## src/rtl/xaddr_router_pkg.sv

```systemverilog
// Shared types and constants for the address router and its match unit.
// Holds the state encoding, the default 4-slave map and the trap read value.
package xaddr_router_pkg;

    typedef enum logic [0:0] {
        ST_IDLE = 1'b0,
        ST_WAIT = 1'b1
    } state_t;

    localparam int MAP_ADDR_W = 13;
    localparam int MAP_N_SLV  = 4;

    localparam logic [12:0] MEM_BASE  = 13'h0000;
    localparam logic [12:0] REGF_BASE = 13'h1000;
    localparam logic [12:0] LED_BASE  = 13'h1010;
    localparam logic [12:0] EXT_BASE  = 13'h1800;

    localparam logic [4:0] MEM_AW  = 5'd12;
    localparam logic [4:0] REGF_AW = 5'd4;
    localparam logic [4:0] LED_AW  = 5'd0;
    localparam logic [4:0] EXT_AW  = 5'd8;

    localparam logic [51:0] MAP_SLV_BASE = {EXT_BASE, LED_BASE, REGF_BASE, MEM_BASE};
    localparam logic [19:0] MAP_SLV_AW   = {EXT_AW, LED_AW, REGF_AW, MEM_AW};

    // Every bit of the value returned on a trapped read.
    localparam logic TRAP_RD_BIT = 1'b0;

    // Mask of the low 'aw' offset bits of an address.
    function automatic logic [31:0] low_mask(input logic [4:0] aw);
        logic [31:0] m;
        m = 32'h0000_0000;
        for (int b = 0; b < 32; b++) begin
            m[b] = (b < int'(aw));
        end
        return m;
    endfunction

endpackage

```

## src/rtl/xaddr_match.sv

```systemverilog
// Combinational N-way base/mask address compare with lowest-index priority.
// Shared by the data-port router and the debug-port decoder.
module xaddr_match
    import xaddr_router_pkg::*;
#(
    parameter int ADDR_W = 13,
    parameter int N_SLV  = 4,
    parameter logic [N_SLV*ADDR_W-1:0] SLV_BASE = {(N_SLV*ADDR_W){1'b0}},
    parameter logic [N_SLV*5-1:0]      SLV_AW   = {(N_SLV*5){1'b0}},
    parameter int IDX_W  = (N_SLV > 1) ? $clog2(N_SLV) : 1
) (
    input  logic [ADDR_W-1:0] addr,
    output logic [N_SLV-1:0]  hit,
    output logic [IDX_W-1:0]  idx,
    output logic              miss
);

    for (genvar i = 0; i < N_SLV; i++) begin : g_cmp
        localparam logic [31:0]       LOW  = low_mask(SLV_AW[i*5 +: 5]);
        localparam logic [ADDR_W-1:0] BASE = SLV_BASE[i*ADDR_W +: ADDR_W];
        assign hit[i] = ((addr & ~LOW[ADDR_W-1:0]) == BASE);
    end

    // Priority encoder: scanning downward leaves the lowest hit index.
    always_comb begin
        idx = {IDX_W{1'b0}};
        for (int i = N_SLV - 1; i >= 0; i--) begin
            idx = hit[i] ? IDX_W'(i) : idx;
        end
    end

    assign miss = ~|hit;

endmodule

```

## src/rtl/xaddr_router.sv

```systemverilog
// Routes one master access to one of N_SLV slaves with wait-states,
// a stall watchdog, unmapped-address trap and saturating trap counter.
module xaddr_router
    import xaddr_router_pkg::*;
#(
    parameter int ADDR_W  = 13,
    parameter int DATA_W  = 32,
    parameter int N_SLV   = 4,
    parameter logic [N_SLV*ADDR_W-1:0] SLV_BASE = {(N_SLV*ADDR_W){1'b0}},
    parameter logic [N_SLV*5-1:0]      SLV_AW   = {(N_SLV*5){1'b0}},
    parameter int TIMEOUT = 16,
    parameter int ERR_W   = 8
) (
    input  logic                    clk,
    input  logic                    rst,
    input  logic [ADDR_W-1:0]       addr,
    input  logic                    sel,
    input  logic                    we,
    output logic                    ready,
    output logic [N_SLV-1:0]        slv_sel,
    input  logic [N_SLV-1:0]        slv_ready,
    input  logic [N_SLV*DATA_W-1:0] slv_data_to_rd,
    output logic                    slv_we,
    output logic [DATA_W-1:0]       data_to_rd,
    output logic                    rd_valid,
    output logic                    trap_sel,
    output logic [ERR_W-1:0]        err_cnt
);

    localparam int IDX_W = (N_SLV > 1) ? $clog2(N_SLV) : 1;
    localparam int CNT_W = (TIMEOUT > 0) ? $clog2(TIMEOUT + 1) : 1;

    state_t           state_r, state_nx_s;
    logic [IDX_W-1:0] idx_r, idx_nx_s;
    logic [CNT_W-1:0] cnt_r, cnt_nx_s;

    logic [N_SLV-1:0] m_hit_s;
    logic [IDX_W-1:0] m_idx_s;
    logic             m_miss_s;
    logic [IDX_W-1:0] cur_idx_s;
    logic             cur_ready_s;
    logic             timeout_s;

    xaddr_match #(
        .ADDR_W   (ADDR_W),
        .N_SLV    (N_SLV),
        .SLV_BASE (SLV_BASE),
        .SLV_AW   (SLV_AW),
        .IDX_W    (IDX_W)
    ) u_match (
        .addr (addr),
        .hit  (m_hit_s),
        .idx  (m_idx_s),
        .miss (m_miss_s)
    );

    // In WAIT the latched index is used; addr is not re-decoded.
    assign cur_idx_s   = (state_r == ST_WAIT) ? idx_r : m_idx_s;
    assign cur_ready_s = slv_ready[cur_idx_s];
    assign timeout_s   = (TIMEOUT != 0) && (cnt_r == CNT_W'(TIMEOUT));
    assign slv_we      = we;

    // State, latched slave index and wait counter.
    always_ff @(posedge clk or posedge rst) begin
        if (rst) begin
            state_r <= ST_IDLE;
            idx_r   <= {IDX_W{1'b0}};
            cnt_r   <= {CNT_W{1'b0}};
        end else begin
            state_r <= state_nx_s;
            idx_r   <= idx_nx_s;
            cnt_r   <= cnt_nx_s;
        end
    end

    // Next-state logic.
    always_comb begin
        state_nx_s = state_r;
        idx_nx_s   = idx_r;
        cnt_nx_s   = cnt_r;
        case (state_r)
            ST_IDLE: begin
                if (sel && !m_miss_s && !cur_ready_s) begin
                    state_nx_s = ST_WAIT;
                    idx_nx_s   = m_idx_s;
                    cnt_nx_s   = CNT_W'(1'b1);
                end else begin
                    state_nx_s = ST_IDLE;
                end
            end
            ST_WAIT: begin
                if (!sel || cur_ready_s || timeout_s) begin
                    state_nx_s = ST_IDLE;
                end else begin
                    cnt_nx_s = cnt_r + CNT_W'(1'b1);
                end
            end
            default: begin
                state_nx_s = ST_IDLE;
            end
        endcase
    end

    // Combinational handshake outputs; slv_ready wins over the watchdog.
    always_comb begin
        ready    = 1'b0;
        trap_sel = 1'b0;
        slv_sel  = {N_SLV{1'b0}};
        case (state_r)
            ST_IDLE: begin
                if (sel) begin
                    if (m_miss_s) begin
                        trap_sel = 1'b1;
                        ready    = 1'b1;
                    end else begin
                        slv_sel[m_idx_s] = 1'b1;
                        ready            = cur_ready_s;
                    end
                end else begin
                    ready = 1'b0;
                end
            end
            ST_WAIT: begin
                if (sel) begin
                    slv_sel[idx_r] = 1'b1;
                    if (cur_ready_s) begin
                        ready = 1'b1;
                    end else if (timeout_s) begin
                        ready    = 1'b1;
                        trap_sel = 1'b1;
                    end else begin
                        ready = 1'b0;
                    end
                end else begin
                    ready = 1'b0;
                end
            end
            default: begin
                ready = 1'b0;
            end
        endcase
    end

    // Read-data return and saturating trap counter.
    always_ff @(posedge clk or posedge rst) begin
        if (rst) begin
            data_to_rd <= {DATA_W{1'b0}};
            rd_valid   <= 1'b0;
            err_cnt    <= {ERR_W{1'b0}};
        end else begin
            rd_valid <= ready & ~we;
            if (ready && !we) begin
                data_to_rd <= trap_sel ? {DATA_W{TRAP_RD_BIT}}
                                       : slv_data_to_rd[int'(cur_idx_s)*DATA_W +: DATA_W];
            end else begin
                data_to_rd <= data_to_rd;
            end
            if (trap_sel && !(&err_cnt)) begin
                err_cnt <= err_cnt + ERR_W'(1'b1);
            end else begin
                err_cnt <= err_cnt;
            end
        end
    end

endmodule

```

## config.mk

```make
export PLATFORM = sky130hd
export DESIGN_NAME = xaddr_router
export DESIGN_NICKNAME = d
export VERILOG_FILES = /design/src/rtl/xaddr_router_pkg.sv /design/src/rtl/xaddr_match.sv /design/src/rtl/xaddr_router.sv
export SDC_FILE = /design/constraint.sdc
export NUM_CORES = 1
export LEC_CHECK = 0
export BUFFER_PORTS_ARGS = -buffer_cell sky130_fd_sc_hd__buf_2
export CAP_MARGIN = 40
export CORE_UTILIZATION = 30
export CTS_CLUSTER_SIZE = 28
export DETAILED_ROUTE_END_ITERATION = 8
export GPL_ROUTABILITY_DRIVEN = 0
export PLACE_DENSITY = 0.68
export SYNTH_ARGS = -nofsm -noshare
export SYNTH_HDL_FRONTEND = slang
export SYNTH_SLANG_ARGS = --single-unit
```

## constraint.sdc

```tcl
create_clock -name clk -period 5 [get_ports clk]
set_input_delay 1 -clock clk [delete_from_list [all_inputs] [get_ports clk]]
set_output_delay 1 -clock clk [all_outputs]
set_load 0.1 [all_outputs]
```

======== After elaboration in Yosys (flattened, before gate mapping) ========
Index checks and enable logic that the tools add are counted.
storage, ports and cells
  bits in registers ....................... 47
  bits of input ports ..................... 149
operators by class
  bitwise operators ....................... 3
  reduce and logical (&&, ||, !) cells .... 13
  $add $sub $neg .......................... 2
  muxes and demuxes ....................... 22
  eq/ne operators ......................... 3
operators with widths
  cell                                                            number
  32-bit two-way mux                                              1
  1-bit two-way mux                                               14
  13-bit zero test                                                1
  5-bit two-way mux                                               2
  5-bit case mux with 2 select lines                              1
  8-bit by 1-bit adder with 8-bit output (second input constant)  1
  4-bit case mux with 2 select lines                              1
  8-bit AND reduction                                             1
  1-bit case mux with 2 select lines                              3
  5-bit by 1-bit adder with 5-bit output (second input constant)  1
  5-bit == test (second input constant)                           1
  1-bit logical AND                                               4
  1-bit zero test                                                 4
  2-bit inequality test (second input constant)                   2
  1-bit logical OR                                                2
  1-bit NOT                                                       2
  2-bit AND reduction                                             1
  1-bit bitwise AND                                               1

======== Depth between registers and ports, before layout ========
Gate-level depths: netlist of the first run.
  depth after elaboration ................. 6
  mapped depth ............................ 6

======== Hierarchy ========
From an unflattened synthesis of the first run, not the netlist that was laid out.
second synthesis, totals
  cells, all modules ...................... 235
  area, all modules ....................... 3121.7 µm²
modules (own cells, without submodules)
  module        seq. area each (µm²)  area each (µm²)  instances  cells an instance
  xaddr_router  1226.2                3031.7           1          223
  xaddr_match   0.0                   90.1             1          12

======== Least setup slack after synthesis of the first run ========
Ideal clock, no wire load.
  path type ............................... input to output
  from .................................... in addr[3]
  to ...................................... out trap_sel
  arrival ................................. 3.012 ns
  path slack .............................. 0.988 ns
  path buffers ............................ 1
  stages on the path ...................... 4
  required time ........................... 4.000 ns
  path through ............................ nor3_1 a41o_1 buf_2 a21oi_1
on the way
  longest elaborated chain between the ends .. 4
RTL lines
  what                                line                 source
  start: declaration                  xaddr_router.sv:16   input logic [ADDR_W-1:0] addr,
  13-bit zero test                    xaddr_match.sv:21    assign hit[i] = ((addr & ~LOW[ADDR_W-1:0]) == BASE);
  1-bit two-way mux                   xaddr_router.sv:112  if (m_miss_s) begin
  1-bit two-way mux                   xaddr_router.sv:111  if (sel) begin
  1-bit case mux with 2 select lines  xaddr_router.sv:109  case (state_r)
  end: declaration                    xaddr_router.sv:26   output logic trap_sel,
No other way between the ends.

======== Final worst setup path of the first run ========
  from .................................... in addr[7]
  to ...................................... out slv_sel[0]
on the way
  longest elaborated chain between the ends .. 4
RTL lines
  what                                line                 source
  13-bit zero test                    xaddr_match.sv:21
  1-bit two-way mux                   xaddr_router.sv:112
  1-bit two-way mux                   xaddr_router.sv:111
  4-bit case mux with 2 select lines  xaddr_router.sv:109
  end: declaration                    xaddr_router.sv:20   output logic [N_SLV-1:0] slv_sel,
No other way between the ends. The select of a mux whose other input is x is not followed.

==> flow_metrics.env, run 1 <==
export IMPL_path_max_fanout=13
export IMPL_grt_pass1_vias=1591
export IMPL_die_h_um=84.9
export IMPL_clock_skew_final_ns=0.00361
export IMPL_grt_pass1_wl_mm=7.81
export IMPL_clock_path_buffers=2
export IMPL_placed_cells=322
export IMPL_p_leak_nw=1.52
export IMPL_holdCritStartpoint="data_to_rd[8]"
export IMPL_die_area_um2=7210
export IMPL_rows=29
export IMPL_r2r_cells=4
export IMPL_critPathMaxStageDelay_ns=0.54
export IMPL_cts_tree="built"
export IMPL_rsz0062_at_grt="false"
export IMPL_worst_pin_slew_ns=0.624
export IMPL_drv_cap=0
export IMPL_crit_chain="buf_2 -> nor4_1 -> a41o_1 -> and2_1 -> buf_2"
export IMPL_ys_warn_count=0
export IMPL_finalHoldViolCount=0
export IMPL_regToRegStartpoint="state_r"
export IMPL_r2r_end="data_to_rd[18]"
export IMPL_grt_max_degree=34
export IMPL_powerDensity_nw_per_um2=420
export IMPL_max_freq_mhz=282
export IMPL_status="finished with violations"
export IMPL_synthesis_area_um2=2060
export IMPL_grt_antenna_before_repair=0
export IMPL_slew_viol_final=0
export IMPL_cts_setup_buffers=0
export IMPL_max_vdd_ir_drop_v=0.000453
export IMPL_final_cells=329
export IMPL_synth_seq_area_share_pct=57.0
export IMPL_ys_top_cells_by_area="dfrtp_1 (57%), a22o_1 (15%), xor2_1 (2.1%), ha_1 (1.8%), nand3_1 (1.7%)"
export IMPL_areaGrowthSynthToFinish_pct=30.8
export IMPL_nNetsFinal=404
export IMPL_yosysUniqueCellTypes=35
export IMPL_async_reset_ff_share_pct=100
export IMPL_netlist_instances=159
export IMPL_min_path_cells=1
export IMPL_synth_top_area_share_pct=57.0
export IMPL_numPortBuffers=94
export IMPL_clk_insertion_delay_late_ns=0.29
export IMPL_synth_area_per_cell_um2=13.0
export IMPL_ant_nets=0
export IMPL_grt_ovfl_total=0
export IMPL_first_pass_iters=6
export IMPL_first_iter_violations=88
export IMPL_crit_path_end_kind="output port"
export IMPL_n_antenna_cell=0
export IMPL_numClockSinks=47
export IMPL_synth_commonest_cells="dfrtp_1 (47), a22o_1 (35), inv_1 (7), nand3_1 (7)"
export IMPL_yosysMostFrequentCell="dfrtp_1"
export IMPL_dpl_worst_slack_ns=1.45
export IMPL_synth_ff_type="dfrtp_1"
export IMPL_synth_edf_count=0
export IMPL_coreArea_um2=6490
export IMPL_ys_ff_latch=47
export IMPL_layout_setup_ws_ns=1.45
export IMPL_track_usage_pct=13.9
export IMPL_criticalPathCategory="primary input to output port"
export IMPL_ctsHoldBuffers=0
export IMPL_finalSetupViolCount=0
export IMPL_cpMostUsedCell="buf_2"
export IMPL_numCtsBuffers=5
export IMPL_nFillCells=643
export IMPL_rrSetupSlack_ns=2.93
export IMPL_fin_hold_ws_ns=0.504
export IMPL_yosys_area_top_type="dfrtp_1"
export IMPL_holdCritPathClass="flop to flop"
export IMPL_worst_setup_path_start_kind="primary input"
export IMPL_die_w_um=84.9
export IMPL_relSlewSlack_pct=58.4
export IMPL_avgRoutedWirePerCell_um=14.3
export IMPL_dp_hpwl_mm=3.50
export IMPL_fin_crit_sh_pct=71.0
export IMPL_tns_ns=0
export IMPL_start_util_pct=31.8
export IMPL_htree_levels=2
export IMPL_cp_required_ns=4.00
export IMPL_clockRootBuffer="clkbuf_8"
export IMPL_cp_slowest_cell="a41o_1"
export IMPL_final_core_utilization_pct=41.6
export IMPL_arrival_ns=2.55
export IMPL_wl_mm=4.71
export IMPL_drive_above_1_share_pct=44.4
export IMPL_drc=3
export IMPL_cts_clk_slew_worst_paths_ns=0.08
export IMPL_violations="DRC"
export IMPL_viasPerCell=4.91
export IMPL_vias=1617
export IMPL_min_period_ns=3.55
export IMPL_ctsResizeCount=0
export IMPL_ios=197
export IMPL_hold_end="data_to_rd[8]"
## final cells by class
class,instances,area [um^2],share of cell area (%)
clock buffers,6,72.6,2.69
clock inverters,1,30.0,1.11
inverters,7,26.3,0.974
multi-input cells,95,779,28.9
flip-flops and latches,47,1180,43.6
well taps,77,96.3,3.57
repair buffers,96,518,19.2
## cells in the final DEF, fill, tap and decap left out, types with 2 or more instances in the layout
cell / n
a21oi_1: 5
a21o_1: 3
a22o_1: 35
a211oi_1: 4
ha_1: 3
conb_1: 3
nand3_1: 7
nor3_1: 2
mux2_2: 2
clkbuf_8: 5
dfrtp_1: 47
nor2b_1: 2
nor4_1: 2
and3_1: 3
inv_1: 6
nand2_1: 3
buf_2: 94
xor2_1: 5
## stage by stage
| step | area (um^2) | power [mW] |
|---|---|---|
| final | 2700 | 1.13 |
| after global routing | 2700 | 1.19 |
| after CTS | 2700 | 1.15 |
| after detailed placement | 2600 | 0.879 |
| after global placement | 2550 | 0.869 |
| after floorplan | 2070 | 0.797 |
## sequential cells by signal, indices dropped and copies added (netlist names)
name	cells
state_r	1
err_cnt	8
data_to_rd	32
cnt_r	5
rd_valid	1
## cells by family after synthesis
| group | synth area share (%) |
|---|---|
| multiplexers | 1.09 |
| AO/OA/AOI/OAI | 24.0 |
| other | 0.182 |
| adder cells (fa/ha/maj) | 1.82 |
| XOR/XNOR | 2.12 |
| AND/OR/NAND/NOR | 8.25 |
| flip-flops | 57.0 |
| buffers and inverters | 5.58 |
## power by group
| part | switching (mW) | total (mW) | internal, mW | leakage [nW] |
|---|---|---|---|---|
| sequential | 0.0417 | 0.455 | 0.413 | 0.628 |
| clock | 0.119 | 0.265 | 0.147 | 0.0513 |
| combinational | 0.335 | 0.412 | 0.0771 | 0.837 |
| total | 0.496 | 1.13 | 0.637 | 1.52 |
## worst max-delay path: cells and delay by family
family	cells	cell delay (ns)
AND/OR/NAND/NOR	2	0.48
buffers and inverters	2	0.52
AO/OA/AOI/OAI	1	0.54
## worst max-delay path by stage
stage                   from    endpoint  slack [ns]
floorplan            addr[3]    trap_sel        0.99
global placement    addr[11]  slv_sel[0]        1.45
detailed placement  addr[11]  slv_sel[0]        1.45
CTS                 addr[11]  slv_sel[0]        1.45
global route         addr[7]  slv_sel[0]        1.26
finish               addr[7]  slv_sel[0]        1.45
## metal layers
| metal | global-route usage, % | up-vias | routed length (um) |
|---|---|---|---|
| li1 | - | 777 | - |
| met1 | 18.3 | 789 | 2130 |
| met2 | 22.3 | 49 | 2310 |
| met3 | 3.99 | 2 | 249 |
| met4 | 4.01 | 0 | 15 |
| met5 | 0 | - | 0 |
No activity file was read; power rests on OpenSTA's default activity.
==> inputs of run 2 (changes only) <==
Clock period 5 ns to 3.61 ns, I/O delays scaled along.
==> flow_metrics.env, run 2 (same netlist as run 1, synthesis figures left out) <==
export IMPL_grt_pass1_wl_mm=7.78
export IMPL_crit_buf_inv=1
export IMPL_r2r_end="err_cnt[7]"
export IMPL_fin_hold_ws_ns=0.344
export IMPL_clock_skew_final_ns=0.00592
export IMPL_final_cell_mix="buf_2 (94), dfrtp_1 (47), a22o_1 (35)"
export IMPL_slew_viol_final=0
export IMPL_grt_pass1_vias=1585
export IMPL_cts_tree="built"
export IMPL_r2r_cells=4
export IMPL_regToRegStartpoint="cnt_r[2]"
export IMPL_rsz0062_at_grt="false"
export IMPL_drv_cap=0
export IMPL_ctsHoldBuffers=0
export IMPL_first_pass_iters=7
export IMPL_final_core_utilization_pct=41.2
export IMPL_die_h_um=84.9
export IMPL_grt_antenna_before_repair=0
export IMPL_worst_setup_path_start_kind="flop"
export IMPL_top_regs="data_to_rd (32), err_cnt (8), cnt_r (5)"
export IMPL_max_vdd_ir_drop_v=0.000721
export IMPL_track_usage_pct=13.7
export IMPL_holdCritPathClass="primary input to async pin"
export IMPL_drive_above_1_share_pct=44.9
export IMPL_busiest_layer="met2"
export IMPL_crit_family="simple AND/OR/NAND/NOR gates"
export IMPL_clockRootBuffer="clkbuf_8"
export IMPL_crit_path_end_kind="output port"
export IMPL_regMostFlops="data_to_rd"
export IMPL_cts_clk_slew_worst_paths_ns=0.08
export IMPL_grt_max_degree=40
export IMPL_layout_commonest_cell="buf_2"
export IMPL_numPortBuffers=94
export IMPL_cp_required_ns=2.89
export IMPL_finalHoldViolCount=0
export IMPL_violations="DRC"
export IMPL_multi_input_area_um2=779
export IMPL_ios=197
export IMPL_p_leak_nw=1.51
export IMPL_finalSetupViolCount=0
export IMPL_criticalPathCategory="flop to output port"
export IMPL_critPathMaxStageDelay_ns=0.49
export IMPL_fin_crit_sh_pct=77.3
export IMPL_clock_path_buffers=2
export IMPL_power_total_mw=1.53
export IMPL_die_area_um2=7210
export IMPL_first_iter_violations=31
export IMPL_max_freq_mhz=359
export IMPL_avgRoutedWirePerCell_um=14.0
export IMPL_grtUsageMet2_pct=23.1
export IMPL_nFillCells=637
export IMPL_grt_ovfl_total=0
export IMPL_ctsResizeCount=0
export IMPL_grtUsageMet1_pct=17.9
export IMPL_arrival_ns=2.07
export IMPL_start_util_pct=31.8
export IMPL_met3_usage_pct=3.40
export IMPL_nNetsFinal=405
export IMPL_wl_mm=4.64
export IMPL_htree_levels=2
export IMPL_dp_hpwl_mm=3.41
export IMPL_rrSetupSlack_ns=1.76
export IMPL_vias=1633
export IMPL_crit_chain="and4bb_4 -> nand3b_4 -> a21oi_1 -> buf_2"
export IMPL_areaGrowthSynthToFinish_pct=29.8
export IMPL_powerDensity_nw_per_um2=571
export IMPL_drc=3
export IMPL_ant_nets=0
export IMPL_min_period_ns=2.79
export IMPL_viasPerCell=4.93
export IMPL_numClockSinks=47
export IMPL_tns_ns=0
export IMPL_seq_area_um2=1180
export IMPL_status="finished with violations"
export IMPL_coreArea_um2=6490
export IMPL_die_w_um=84.9
export IMPL_n_antenna_cell=0
export IMPL_rows=29
export IMPL_numCtsBuffers=5
export IMPL_clk_insertion_delay_late_ns=0.29
export IMPL_path_max_fanout=8
export IMPL_largest_reg_flops=32
export IMPL_cts_setup_buffers=0
export IMPL_cp_slowest_cell="buf_2"
## run 2: cell count changes in the layout (fill, tap and decap cells not counted)
cell and change:
buf_16 -1, bufinv_16 -1, clkinv_4 +1, buf_4 +2, clkbuf_8 +1
## run 2: through the flow
step	area [um^2]	setup slack, ns	cells
2_1_floorplan	2070	0.154	161
3_3_place_gp	2560	0.854	322
3_5_place_dp	2580	0.853	323
4_1_cts	2680	0.822	331
5_1_grt	2680	0.715	331
6_report	2680	0.821	331
## run 2: power by group
group | switching, mW | internal [mW] | total (mW)
clock network | 0.172 | 0.157 | 0.329
logic | 0.463 | 0.107 | 0.570
registers | 0.0568 | 0.573 | 0.630
## run 2: metal layers
layer	wire, um	vias to the layer above
li1	-	777
met1	2120	807
met2	2290	47
met3	213	2
met4	15	0
met5	0	-
## run 2: final cells by class
type                    instances  share of cell area [%]
multi-input cells              95                    29.1
clock inverters                 1                   0.327
flip-flops and latches         47                    43.9
inverters                       7                   0.981
clock buffers                   7                    3.22
well taps                      77                    3.60
repair buffers                 97                    18.9
## run 2: worst max-delay path by stage
stage / cells past startpoint / slack, ns / to / startpoint
2_1_floorplan: 4 / 0.15 / trap_sel / addr[3]
3_3_place_gp: 6 / 0.85 / trap_sel / addr[3]
3_5_place_dp: 6 / 0.85 / trap_sel / addr[7]
4_1_cts: 4 / 0.82 / trap_sel / cnt_r[2]
5_1_grt: 6 / 0.71 / trap_sel / addr[7]
6_report: 4 / 0.82 / trap_sel / cnt_r[2]
## run 2: worst reg2reg max path, cell delays in order, from the launching register on
cell and delay (ns):
dfrtp_1 0.44, and4bb_4 0.40, nand3b_4 0.15, a2111oi_4 0.38, mux2_2 0.36
